===== src/rtl/ro_freq_counter.sv =====
// Ring-oscillator frequency counter: counts synchronized rising edges of ro_in over
// back-to-back windows of GATE_CYCLES clocks and offers each count on a valid/ready port.
// Define RO_FREQ_SAT_EN to make the edge counter saturate instead of wrapping.
module ro_freq_counter #(
  parameter int GATE_CYCLES = 100000,
  parameter int CNT_WIDTH   = 24
) (
  input  logic                 clk,
  input  logic                 rst_n,
  input  logic                 ro_in,
  input  logic                 en,
  output logic [CNT_WIDTH-1:0] m_data,
  output logic                 m_valid,
  input  logic                 m_ready,
  output logic                 overrun
);

  localparam int GW = (GATE_CYCLES > 2) ? $clog2(GATE_CYCLES) : 1;
  localparam logic [GW-1:0] GATE_LAST = GW'(GATE_CYCLES - 1);

  typedef enum logic {
    IDLE,
    MEASURE
  } state_t;

  state_t               r_state;
  state_t               w_state_nxt;
  logic                 r_sync1;
  logic                 r_sync2;
  logic                 r_sync3;
  logic [GW-1:0]        r_gate_cnt;
  logic [CNT_WIDTH-1:0] r_edge_cnt;
  logic [CNT_WIDTH-1:0] r_m_data;
  logic                 r_m_valid;
  logic                 r_overrun;

  logic                 w_edge;
  logic                 w_active;
  logic                 w_win_end;
  logic                 w_xfer;
  logic [CNT_WIDTH-1:0] w_edge_sum;

  assign w_edge    = r_sync2 & ~r_sync3;
  assign w_active  = (r_state == MEASURE) && en;
  assign w_win_end = w_active && (r_gate_cnt == GATE_LAST);
  assign w_xfer    = r_m_valid & m_ready;

  // Count including this cycle's edge, so the window-end cycle is never lost.
  always_comb begin
`ifdef RO_FREQ_SAT_EN
    w_edge_sum = (w_edge && (r_edge_cnt != '1)) ? r_edge_cnt + 1'b1 : r_edge_cnt;
`else
    w_edge_sum = r_edge_cnt + CNT_WIDTH'(w_edge);
`endif
  end

  // NOTE: sequential state uses non-blocking assignments so every flop samples pre-edge values.
  always_ff @(posedge clk or negedge rst_n) begin
    if (!rst_n) begin
      r_sync1 <= 1'b0;
      r_sync2 <= 1'b0;
      r_sync3 <= 1'b0;
    end else begin
      r_sync1 <= ro_in;
      r_sync2 <= r_sync1;
      r_sync3 <= r_sync2;
    end
  end

  always_ff @(posedge clk or negedge rst_n) begin
    if (!rst_n) r_state <= IDLE;
    else        r_state <= w_state_nxt;
  end

  // NOTE: the default assignment first keeps this combinational block from inferring a latch.
  always_comb begin
    w_state_nxt = r_state;
    case (r_state)
      IDLE:    if (en)  w_state_nxt = MEASURE;
      MEASURE: if (!en) w_state_nxt = IDLE;
      default: w_state_nxt = IDLE;
    endcase
  end

  // Counters only run while measuring; leaving MEASURE discards the partial window.
  always_ff @(posedge clk or negedge rst_n) begin
    if (!rst_n) begin
      r_gate_cnt <= '0;
      r_edge_cnt <= '0;
    end else if (!w_active || w_win_end) begin
      r_gate_cnt <= '0;
      r_edge_cnt <= '0;
    end else begin
      r_gate_cnt <= r_gate_cnt + 1'b1;
      r_edge_cnt <= w_edge_sum;
    end
  end

  always_ff @(posedge clk or negedge rst_n) begin
    if (!rst_n) begin
      r_m_data  <= '0;
      r_m_valid <= 1'b0;
    end else if (w_win_end) begin
      r_m_data  <= w_edge_sum;
      r_m_valid <= 1'b1;
    end else if (w_xfer) begin
      r_m_valid <= 1'b0;
    end
  end

  // Setting wins over clearing when an unaccepted result is overwritten.
  always_ff @(posedge clk or negedge rst_n) begin
    if (!rst_n)                                  r_overrun <= 1'b0;
    else if (w_win_end && r_m_valid && !m_ready) r_overrun <= 1'b1;
    else if (w_xfer)                             r_overrun <= 1'b0;
  end

  assign m_data  = r_m_data;
  assign m_valid = r_m_valid;
  assign overrun = r_overrun;

endmodule

===== config.mk =====
export PLATFORM = sky130hd
export DESIGN_NAME = ro_freq_counter
export DESIGN_NICKNAME = d
export VERILOG_FILES = /design/src/rtl/ro_freq_counter.sv
export SDC_FILE = /design/constraint.sdc
export NUM_CORES = 1
export LEC_CHECK = 0
export CORE_MARGIN = 2
export CORE_UTILIZATION = 59
export CTS_BUF_LIST = sky130_fd_sc_hd__clkbuf_2
export CTS_CLUSTER_SIZE = 20
export DETAILED_ROUTE_END_ITERATION = 10
export PLACE_DENSITY = 0.78
export SLEW_MARGIN = 40
export SYNTH_ARGS = -nofsm -noshare
export SYNTH_HDL_FRONTEND = slang
export SYNTH_SLANG_ARGS = --single-unit
export TNS_END_PERCENT = 100

===== constraint.sdc =====
create_clock -name clk -period 2.75 [get_ports clk]
set_input_delay 0.55 -clock clk [delete_from_list [all_inputs] [get_ports clk]]
set_output_delay 0.55 -clock clk [all_outputs]
set_load 0.05 [all_outputs]

==> flow_metrics.tcl, run 1 <==
set metrics [dict create \
    postCtsSetupBuffers 0 \
    maxSlewViolCount 0 \
    dp_hpwl_um 4400 \
    final.setup.tns_ns 0 \
    p_clk_share_pct 33.4 \
    cts.reportedPaths.clkPinSlew_ns 0.19 \
    finalHoldViolCount 0 \
    cts-buffers-inserted 9 \
    numClockSinks 71 \
    switchingPower_uw 395 \
    min_period_ns 2.28 \
    tritoncts "built" \
    dieArea_um2 6190 \
    ys_seq_area_share_pct 54.0 \
    worstPathCellList "clkdlybuf4s50_1" \
    cts_root_buf "clkbuf_2" \
    seqPwrFrac_pct 63.3 \
    crit_type "reg2out" \
    drcViolationCount 0 \
    drtAntennaViolNets 0 \
    syn_inst 307 \
    holdCritPathClass "in2async" \
    synth_nets 316 \
    max_freq_mhz 438 \
    min_period_over_period_pct 83.0 \
    cts_resized 0 \
    grt_max_degree 41 \
    slowest_delay_ns 0.81 \
    overflow 0 \
    critPathBufInv 1 \
    status "finished clean" \
    intPower_mw 1.27 \
    io_buffer_count 30 \
    viasPerCell 5.83 \
    cts.path.max_buffers 2 \
    finalNonFillerCells 417 \
    power.leakage_nw 1.53 \
    cp.required_ns 2.20 \
    synth_cell_type_count 45 \
    reg2reg_from "r_gate_cnt[0]" \
    track_usage_pct 23.5 \
    die_w_um 78.7 \
    die_h_um 78.7 \
    place_congestion 0.813 \
    syn_to_final_growth_pct 12.7 \
    synth_edf_count 0 \
    whs_ns 0.0333 \
    vias 2432 \
    io-pin-count 31 \
    ff2ff_path_depth 7 \
    ys_dominant_reg_cell "dfrtp_1" \
    fin_nets 349 \
    max_slew_margin_pct 59.5 \
    swShare_pct 23.8 \
    core_area_um2 5440 \
    syn_area_um2 3290 \
    hold_buffers 0 \
    grt_pass1_vias 2366 \
    setup-violations-final 0 \
    cp_top_family "buffers and inverters" \
    p_comb_share_pct 3.3 \
    synthArstFlopShare_pct 100 \
    num_antenna_cells 0 \
    clock_latency_ns 0.50 \
    antenna_found_initial 0 \
    syn-mean-instance-area_um2 10.7 \
    skew_ns 0.0277 \
    synth_seq_cells 71 \
    fin_util_pct 68.2 \
    cellPowerDensity_nw_per_um2 448 \
    start_util_pct 60.5 \
    start_kind "flop" \
    r2r_slack_ns 0.49 \
    max-cap-violations 0 \
    drt_iter0_markers 166 \
    routed_wl_um 6540 \
    worstSetupStartpoint "m_valid" \
    irDropWorstVdd_mv 0.414 \
    row_count 27 \
    slowest_stage "clkdlybuf4s50_1" \
    drive_gt1_share_pct 9.86 \
    r2r-end "r_edge_cnt[2]" \
    worst_ep_arrival_time_ns 1.73 \
    path_max_fanout 4 \
    dr.pass1.iters 5 \
    grt_pass1_wl_um 11300 \
    end_kind "output pin" \
    ys_warn_count 0 \
    worst_pin_slew_ns 0.607 \
    dp_cells 401 \
    rsz0062_at_grt "false" \
    cts_max_level 3 \
    wl_per_cell_um 15.7 \
]
synth_stat cells, drive strengths merged, types with 2 or more instances:
library cell	instances	share of area (%)
a21oi	47	7.3
a31oi	9	2.4
and2	4	0.87
and3	5	1.1
and4	6	1.7
buf	11	3.0
clkbuf	4	1.1
dfrtp	71	54
ha	4	1.5
inv	7	0.80
mux2	2	0.68
nand2	16	1.8
nand2b	2	0.38
nand3	16	3.0
nand4	7	1.5
nor2	33	3.8
nor3	2	0.30
nor4	8	1.5
nor4b	2	0.53
nor4bb	2	0.61
o21ai	2	0.30
o31ai	7	1.6
or3	3	0.57
or4	6	1.6
xnor2	18	4.8
xor2	9	2.4
registers in the layout, indices dropped and copies added (netlist names):
| signal | cells |
|---|---|
| m_data | 24 |
| m_valid | 1 |
| overrun | 1 |
| r_edge_cnt | 24 |
| r_gate_cnt | 17 |
| r_state | 1 |
| r_sync1 | 1 |
| r_sync2 | 1 |
| r_sync3 | 1 |
placed cells by master (no fill, tap or decap), drive strengths merged, types with 2 or more instances in the layout:
cell,count
mux2,2
nor4,8
a31oi,9
o21ai,2
nand3,16
clkinv,5
clkbuf,10
or4,6
xnor2,18
clkdlybuf4s50,29
a21oi,47
nor4bb,2
nor3,2
and4,6
nand2,16
nor2,33
and3,5
dfrtp,71
ha,4
or3,3
nor4b,2
and2,4
o31ai,7
nand4,7
buf,8
xor2,9
nand2b,2
inv,7
how the worst max path moves through the flow:
stage | endpoint | slack, ns | depth (start not counted)
2_1_floorplan | m_data[0] | 0.85 | 8
3_3_place_gp | r_gate_cnt[9] | 0.65 | 7
3_5_place_dp | r_gate_cnt[8] | 0.53 | 7
4_1_cts | m_valid | 0.45 | 1
5_1_grt | r_gate_cnt[9] | 0.34 | 7
6_report | m_valid | 0.47 | 1
power by group through the flow:
stage	combinational [mW]	sequential, mW	clock (mW)
3_3_place_gp	0.0556	1.07	0
4_1_cts	0.0573	1.05	0.556
6_report	0.0555	1.05	0.554
5_1_grt	0.0638	1.05	0.602
3_5_place_dp	0.0572	1.07	0
2_1_floorplan	0.0208	1.07	0
layer usage:
metal / GRT usage, % / wire length, um / up-vias
met5: 0 / 0 / -
met4: 9.47 / 85 / 0
met3: 3.45 / 245 / 9
met2: 37.8 / 3210 / 54
met1: 32.4 / 3000 / 1202
li1: - / - / 1167
stage by stage:
stage	power (mW)	area, um2	setup slack [ns]
floorplan	1.09	3290	0.852
global placement	1.13	3610	0.655
detailed placement	1.13	3610	0.532
CTS	1.67	3710	0.453
global route	1.72	3710	0.343
finish	1.66	3710	0.469
cells by family after synthesis:
family,after synthesis,share of synthesized area (%)
multiplexers,2,0.684
XOR/XNOR,27,7.19
AND/OR/NAND/NOR,114,19.7
buffers and inverters,22,4.87
AO/OA/AOI/OAI,67,12.1
adder cells (fa/ha/maj),4,1.52
flip-flops,71,54.0
cell type report:
| class | count | area [um2] |
|---|---|---|
| Sequential cell | 71 | 1780 |
| Fill cell | 448 | 1730 |
| Multi-Input combinational cell | 214 | 1350 |
| Timing Repair Buffer | 37 | 360 |
| Tap cell | 72 | 90.1 |
| Clock inverter | 6 | 51.3 |
| Clock buffer | 10 | 50.0 |
| Inverter | 7 | 26.3 |
Note: power is estimated with default switching activity, not from simulation.
==> run 2: changes to the inputs <==
- clock period: 2.75 -> 2.3 ns (I/O delays scaled with it)
==> run 2 against run 1 <==
Net effect:
- final cell count rose by 0.48%
- via count rose by 0.12%
- critical path depth unchanged
- flip-flop and latch count unchanged
- sequential share of layout area down 0.38 points
- die area did not move
==> flow_metrics.tcl, run 2 (synthesized netlist as in run 1, its figures left out) <==
set metrics [dict create \
    grt_pass1_vias 2448 \
    finalHoldViolCount 0 \
    place_area_um2 3630 \
    viasPerCell 5.81 \
    min_period_over_period_pct 93.5 \
    drcViolationCount 0 \
    core_area_um2 5440 \
    slowest_stage "clkdlybuf4s50_1" \
    cts-buffers-inserted 9 \
    finalNonFillerCells 419 \
    cts_root_buf "clkbuf_2" \
    drtAntennaViolNets 0 \
    cts.path.max_buffers 2 \
    cellPowerDensity_nw_per_um2 528 \
    setup-violations-final 0 \
    route.met2.wl_um 3300 \
    slowest_delay_ns 0.81 \
    skew_ns 0.0432 \
    start_kind "flop" \
    fin_util_pct 68.7 \
    rsz0062_at_grt "false" \
    worst_pin_slew_ns 0.513 \
    die_w_um 78.7 \
    grt_pass1_wl_um 11400 \
    wl_met1_um 2960 \
    whs_ns 0.373 \
    crit_type "reg2out" \
    clock_latency_ns 0.47 \
    wl_per_cell_um 15.7 \
    status "finished clean" \
    row_count 27 \
    fin_nets 351 \
    p_total_mw 1.97 \
    topRoutingLayerUsed "met4" \
    dieArea_um2 6190 \
    cp.required_ns 1.84 \
    max-cap-violations 0 \
    wl_met3_um 265 \
    cts_max_level 3 \
    place_congestion 0.826 \
    final_cell_mix "dfrtp_1, a21oi_1, nor2_1" \
    final_common_cell "dfrtp_1" \
    tritoncts "built" \
    num_antenna_cells 0 \
    hold_buffers 1 \
    dp_cells 402 \
    vias 2435 \
    overflow 0 \
    track_usage_pct 23.3 \
    worstPathCellList "clkdlybuf4s50_1" \
    syn_to_final_growth_pct 13.6 \
    grt_max_degree 72 \
    min_period_ns 2.15 \
    max_freq_mhz 465 \
    nFillCells 430 \
    maxSlewViolCount 0 \
    antenna_found_initial 0 \
    power.leakage_nw 1.55 \
    max_slew_margin_pct 65.5 \
    io_buffer_count 30 \
    holdCritPathClass "reg2reg" \
    numClockSinks 71 \
    final.setup.tns_ns 0 \
    path_max_fanout 2 \
    layout_setup_ws_ns 0.149 \
    critPathBufInv 1 \
    postCtsSetupBuffers 0 \
    drive_gt1_share_pct 10.1 \
    dr.pass1.iters 4 \
    final_cell_area_um2 3740 \
    worst_ep_arrival_time_ns 1.69 \
    dp_hpwl_um 4440 \
    io-pin-count 31 \
    cts.reportedPaths.clkPinSlew_ns 0.20 \
    routed_wl_um 6580 \
    cp_top_family "buffers and inverters" \
    end_kind "output pin" \
    dp_slack_ns 0.284 \
    cts_resized 0 \
    die_h_um 78.7 \
    irDropWorstVdd_mv 0.570 \
    start_util_pct 60.5 \
    drt_iter0_markers 250 \
]
run 2: layer usage:
| metal | vias up | track usage, % |
|---|---|---|
| met5 | - | 0 |
| met4 | 0 | 8.77 |
| met3 | 5 | 3.68 |
| met2 | 66 | 38.1 |
| met1 | 1193 | 31.4 |
| li1 | 1171 | - |
run 2: final timing paths:
path	startpoint	end	slack, ns	cells past startpoint
hold / removal	r_sync2	r_sync3	0.37	0
setup / recovery	m_data[13]	m_data[13]	0.15	1
setup reg to reg	r_sync3	m_data[18]	0.25	7
hold reg to reg	r_sync2	r_sync3	0.37	0
max in group asynchronous	rst_n	r_edge_cnt[2]	1.46	3
min in group asynchronous	rst_n	r_edge_cnt[15]	0.52	3
run 2: layout make-up:
type	instances	area, um2	share of cell area (%)
Clock buffer	10	50.0	1.34
Clock inverter	6	51.3	1.37
Inverter	7	26.3	0.703
Sequential cell	71	1780	47.5
Multi-Input combinational cell	214	1350	36.2
Timing Repair Buffer	39	390	10.4
Tap cell	72	90.1	2.41
run 2: power by group:
group / switching [mW] / total, mW / internal, mW
registers: 0.00339 / 1.26 / 1.26
clock network: 0.404 / 0.647 / 0.243
logic: 0.0487 / 0.0686 / 0.0199
==> run 3: changes to the inputs <==
--- a/config.mk
+++ b/config.mk
@@ -6,9 +6,9 @@
 export NUM_CORES = 1
 export LEC_CHECK = 0
-export CORE_MARGIN = 2
 export CORE_UTILIZATION = 59
 export CTS_BUF_LIST = sky130_fd_sc_hd__clkbuf_2
 export CTS_CLUSTER_SIZE = 20
 export DETAILED_ROUTE_END_ITERATION = 10
+export MAX_ROUTING_LAYER = met4
 export PLACE_DENSITY = 0.78
 export SLEW_MARGIN = 40
==> constraint.sdc (replaced) <==
create_clock -name clk -period 2.3 [get_ports clk]
set_input_delay 0.46 -clock clk [delete_from_list [all_inputs] [get_ports clk]]
set_output_delay 0.46 -clock clk [all_outputs]
set_load 0.005 [all_outputs]
==> run 3 against run 2 <==
Net effect:
- routed wire length is 0.53% lower
- critical endpoint is now m_data[18]
- design area is 0.10% lower
- final cell count is 0.24% higher
- sequential power about the same
- first-iteration DRC count shrank 6.8%
- highest routed layer unchanged
- utilization increased by 2.6 points
- flip-flop and latch count is the same
- global-route usage rose by 2.3 points
- sequential share of layout area is essentially flat
- clock power fell by 17%
- non-clock buffer count grew 3
==> flow_metrics.tcl, run 3 (synthesized netlist as in run 1, its figures left out) <==
set metrics [dict create \
    max_freq_mhz 492 \
    drtAntennaViolNets 0 \
    p_comb_share_pct 3.9 \
    wl_per_cell_um 15.6 \
    syn_to_final_growth_pct 13.5 \
    drive_gt1_share_pct 11.1 \
    ff2ff_path_depth 7 \
    max-cap-violations 0 \
    min_period_ns 2.03 \
    r2r_slack_ns 0.27 \
    core_area_um2 5240 \
    numClockSinks 71 \
    crit_type "reg2reg" \
    cts_root_buf "clkbuf_2" \
    power.leakage_nw 1.56 \
    num_antenna_cells 0 \
    dp_slack_ns 0.289 \
    viasPerCell 5.84 \
    cp_top_family "simple AND/OR/NAND/NOR gates" \
    dr.pass1.iters 4 \
    worst_pin_slew_ns 0.531 \
    final_cell_mix "dfrtp_1, a21oi_1, nor2_1" \
    max_slew_margin_pct 64.3 \
    intPower_mw 1.41 \
    swShare_pct 24.5 \
    nFillCells 402 \
    tritoncts "built" \
    ff_latch_area_um2 1780 \
    io_buffer_count 30 \
    clock_latency_ns 0.49 \
    final_common_cell "dfrtp_1" \
    end_kind "flop" \
    multi_input_area_um2 1350 \
    hold_depth 0 \
    drt_iter0_markers 233 \
    critPathBufInv 0 \
    die_w_um 76.7 \
    cts.reportedPaths.clkPinSlew_ns 0.18 \
    dieArea_um2 5880 \
    routed_wl_um 6540 \
    hp-start "r_sync2" \
    finalHoldViolCount 0 \
    slowest_stage "or4_4" \
    r2r-end "m_data[18]" \
    p_clk_share_pct 28.8 \
    cts_max_level 3 \
    cellPowerDensity_nw_per_um2 500 \
    finalNonFillerCells 420 \
    place_area_um2 3650 \
    holdCritPathClass "reg2reg" \
    place_congestion 0.823 \
    min_period_over_period_pct 88.4 \
    cts_resized 0 \
    holdPathEnd "r_sync3" \
    worst_ep_arrival_time_ns 2.45 \
    skew_ns 0.0238 \
    final.setup.tns_ns 0 \
    cp.required_ns 2.72 \
    grt_max_degree 33 \
    switchingPower_uw 458 \
    status "finished clean" \
    worstPathCellList "nor2b_1, ha_1, ha_1, and2_2, nand3_4, or4_4, a31oi_4" \
    reg2reg_from "r_sync3" \
    slowest_delay_ns 0.56 \
    dp_hpwl_um 4550 \
    grt_pass1_vias 2458 \
    vias 2452 \
    seqPwrFrac_pct 67.3 \
    p_total_mw 1.87 \
    start_util_pct 62.8 \
    final_cell_area_um2 3730 \
    irDropWorstVdd_mv 0.318 \
    setup-violations-final 0 \
    track_usage_pct 25.6 \
    io-pin-count 31 \
    maxSlewViolCount 0 \
    antenna_found_initial 0 \
    grt_pass1_wl_um 11500 \
    cts.path.max_buffers 2 \
    overflow 0 \
    row_count 26 \
    die_h_um 76.7 \
    rsz0062_at_grt "false" \
    drcViolationCount 0 \
    cts-buffers-inserted 9 \
    layout_setup_ws_ns 0.267 \
    dp_cells 403 \
    start_kind "flop" \
    cpMostUsedCell "ha_1" \
    path_max_fanout 8 \
    fin_nets 354 \
]
[run 3: cell types whose count changed in the layout (fill, tap and decap cells not counted), sizes merged]
cell / before / now
clkinv: 5 / 6
buf: 9 / 12
bufinv: 1 / 0
[run 3: layer usage]
| metal | vias to the layer above | global-route usage, % | wire length, um | part of all wire [%] |
|---|---|---|---|---|
| li1 | 1176 | - | - | - |
| met3 | 15 | 4.29 | 219 | 3.3 |
| met1 | 1209 | 33.0 | 2970 | 45 |
| met5 | - | - | 0 | 0 |
| met4 | 0 | 11.3 | 123 | 1.9 |
| met2 | 52 | 39.8 | 3230 | 49 |
[run 3: through the flow]
stage	utilization, %	hold WS, ns
global route	71.3	0.377
floorplan	-	0.164
CTS	71.3	0.382
detailed placement	69.6	0.338
finish	71.3	0.374
global placement	69.6	0.347
[run 3: what timing repair did]
action / 4_1_cts / 5_1_grt
hold buffers: 1 / 0
endpoints found under the hold margin: 18 / 0
buffers inserted: 0 / 0
[run 3: worst max-delay path by stage]
stage	startpoint	end	slack, ns	depth (start not counted)
floorplan	r_gate_cnt[0]	m_data[0]	0.40	8
global placement	r_sync3	m_data[18]	0.37	7
detailed placement	r_sync2	m_data[18]	0.29	7
CTS	r_sync3	m_data[18]	0.26	7
global route	r_sync3	m_data[18]	0.13	7
finish	r_sync3	m_data[18]	0.27	7
[run 3: layout make-up]
class                   count  share of cell area, %
flip-flops and latches     71                   47.6
multi-input cells         214                   36.2
repair buffers             42                   11.1
well taps                  70                   2.35
clock buffers              10                   1.34
clock inverters             6                  0.737
inverters                   7                  0.704
[run 3: power groups by stage]
stage          registers (mW)  logic (mW)  clock network [mW]
2_1_floorplan            1.28      0.0248                   0
3_3_place_gp             1.28      0.0720                   0
3_5_place_dp             1.28      0.0736                   0
4_1_cts                  1.26      0.0751               0.556
5_1_grt                  1.26      0.0821               0.605
6_report                 1.26      0.0727               0.538
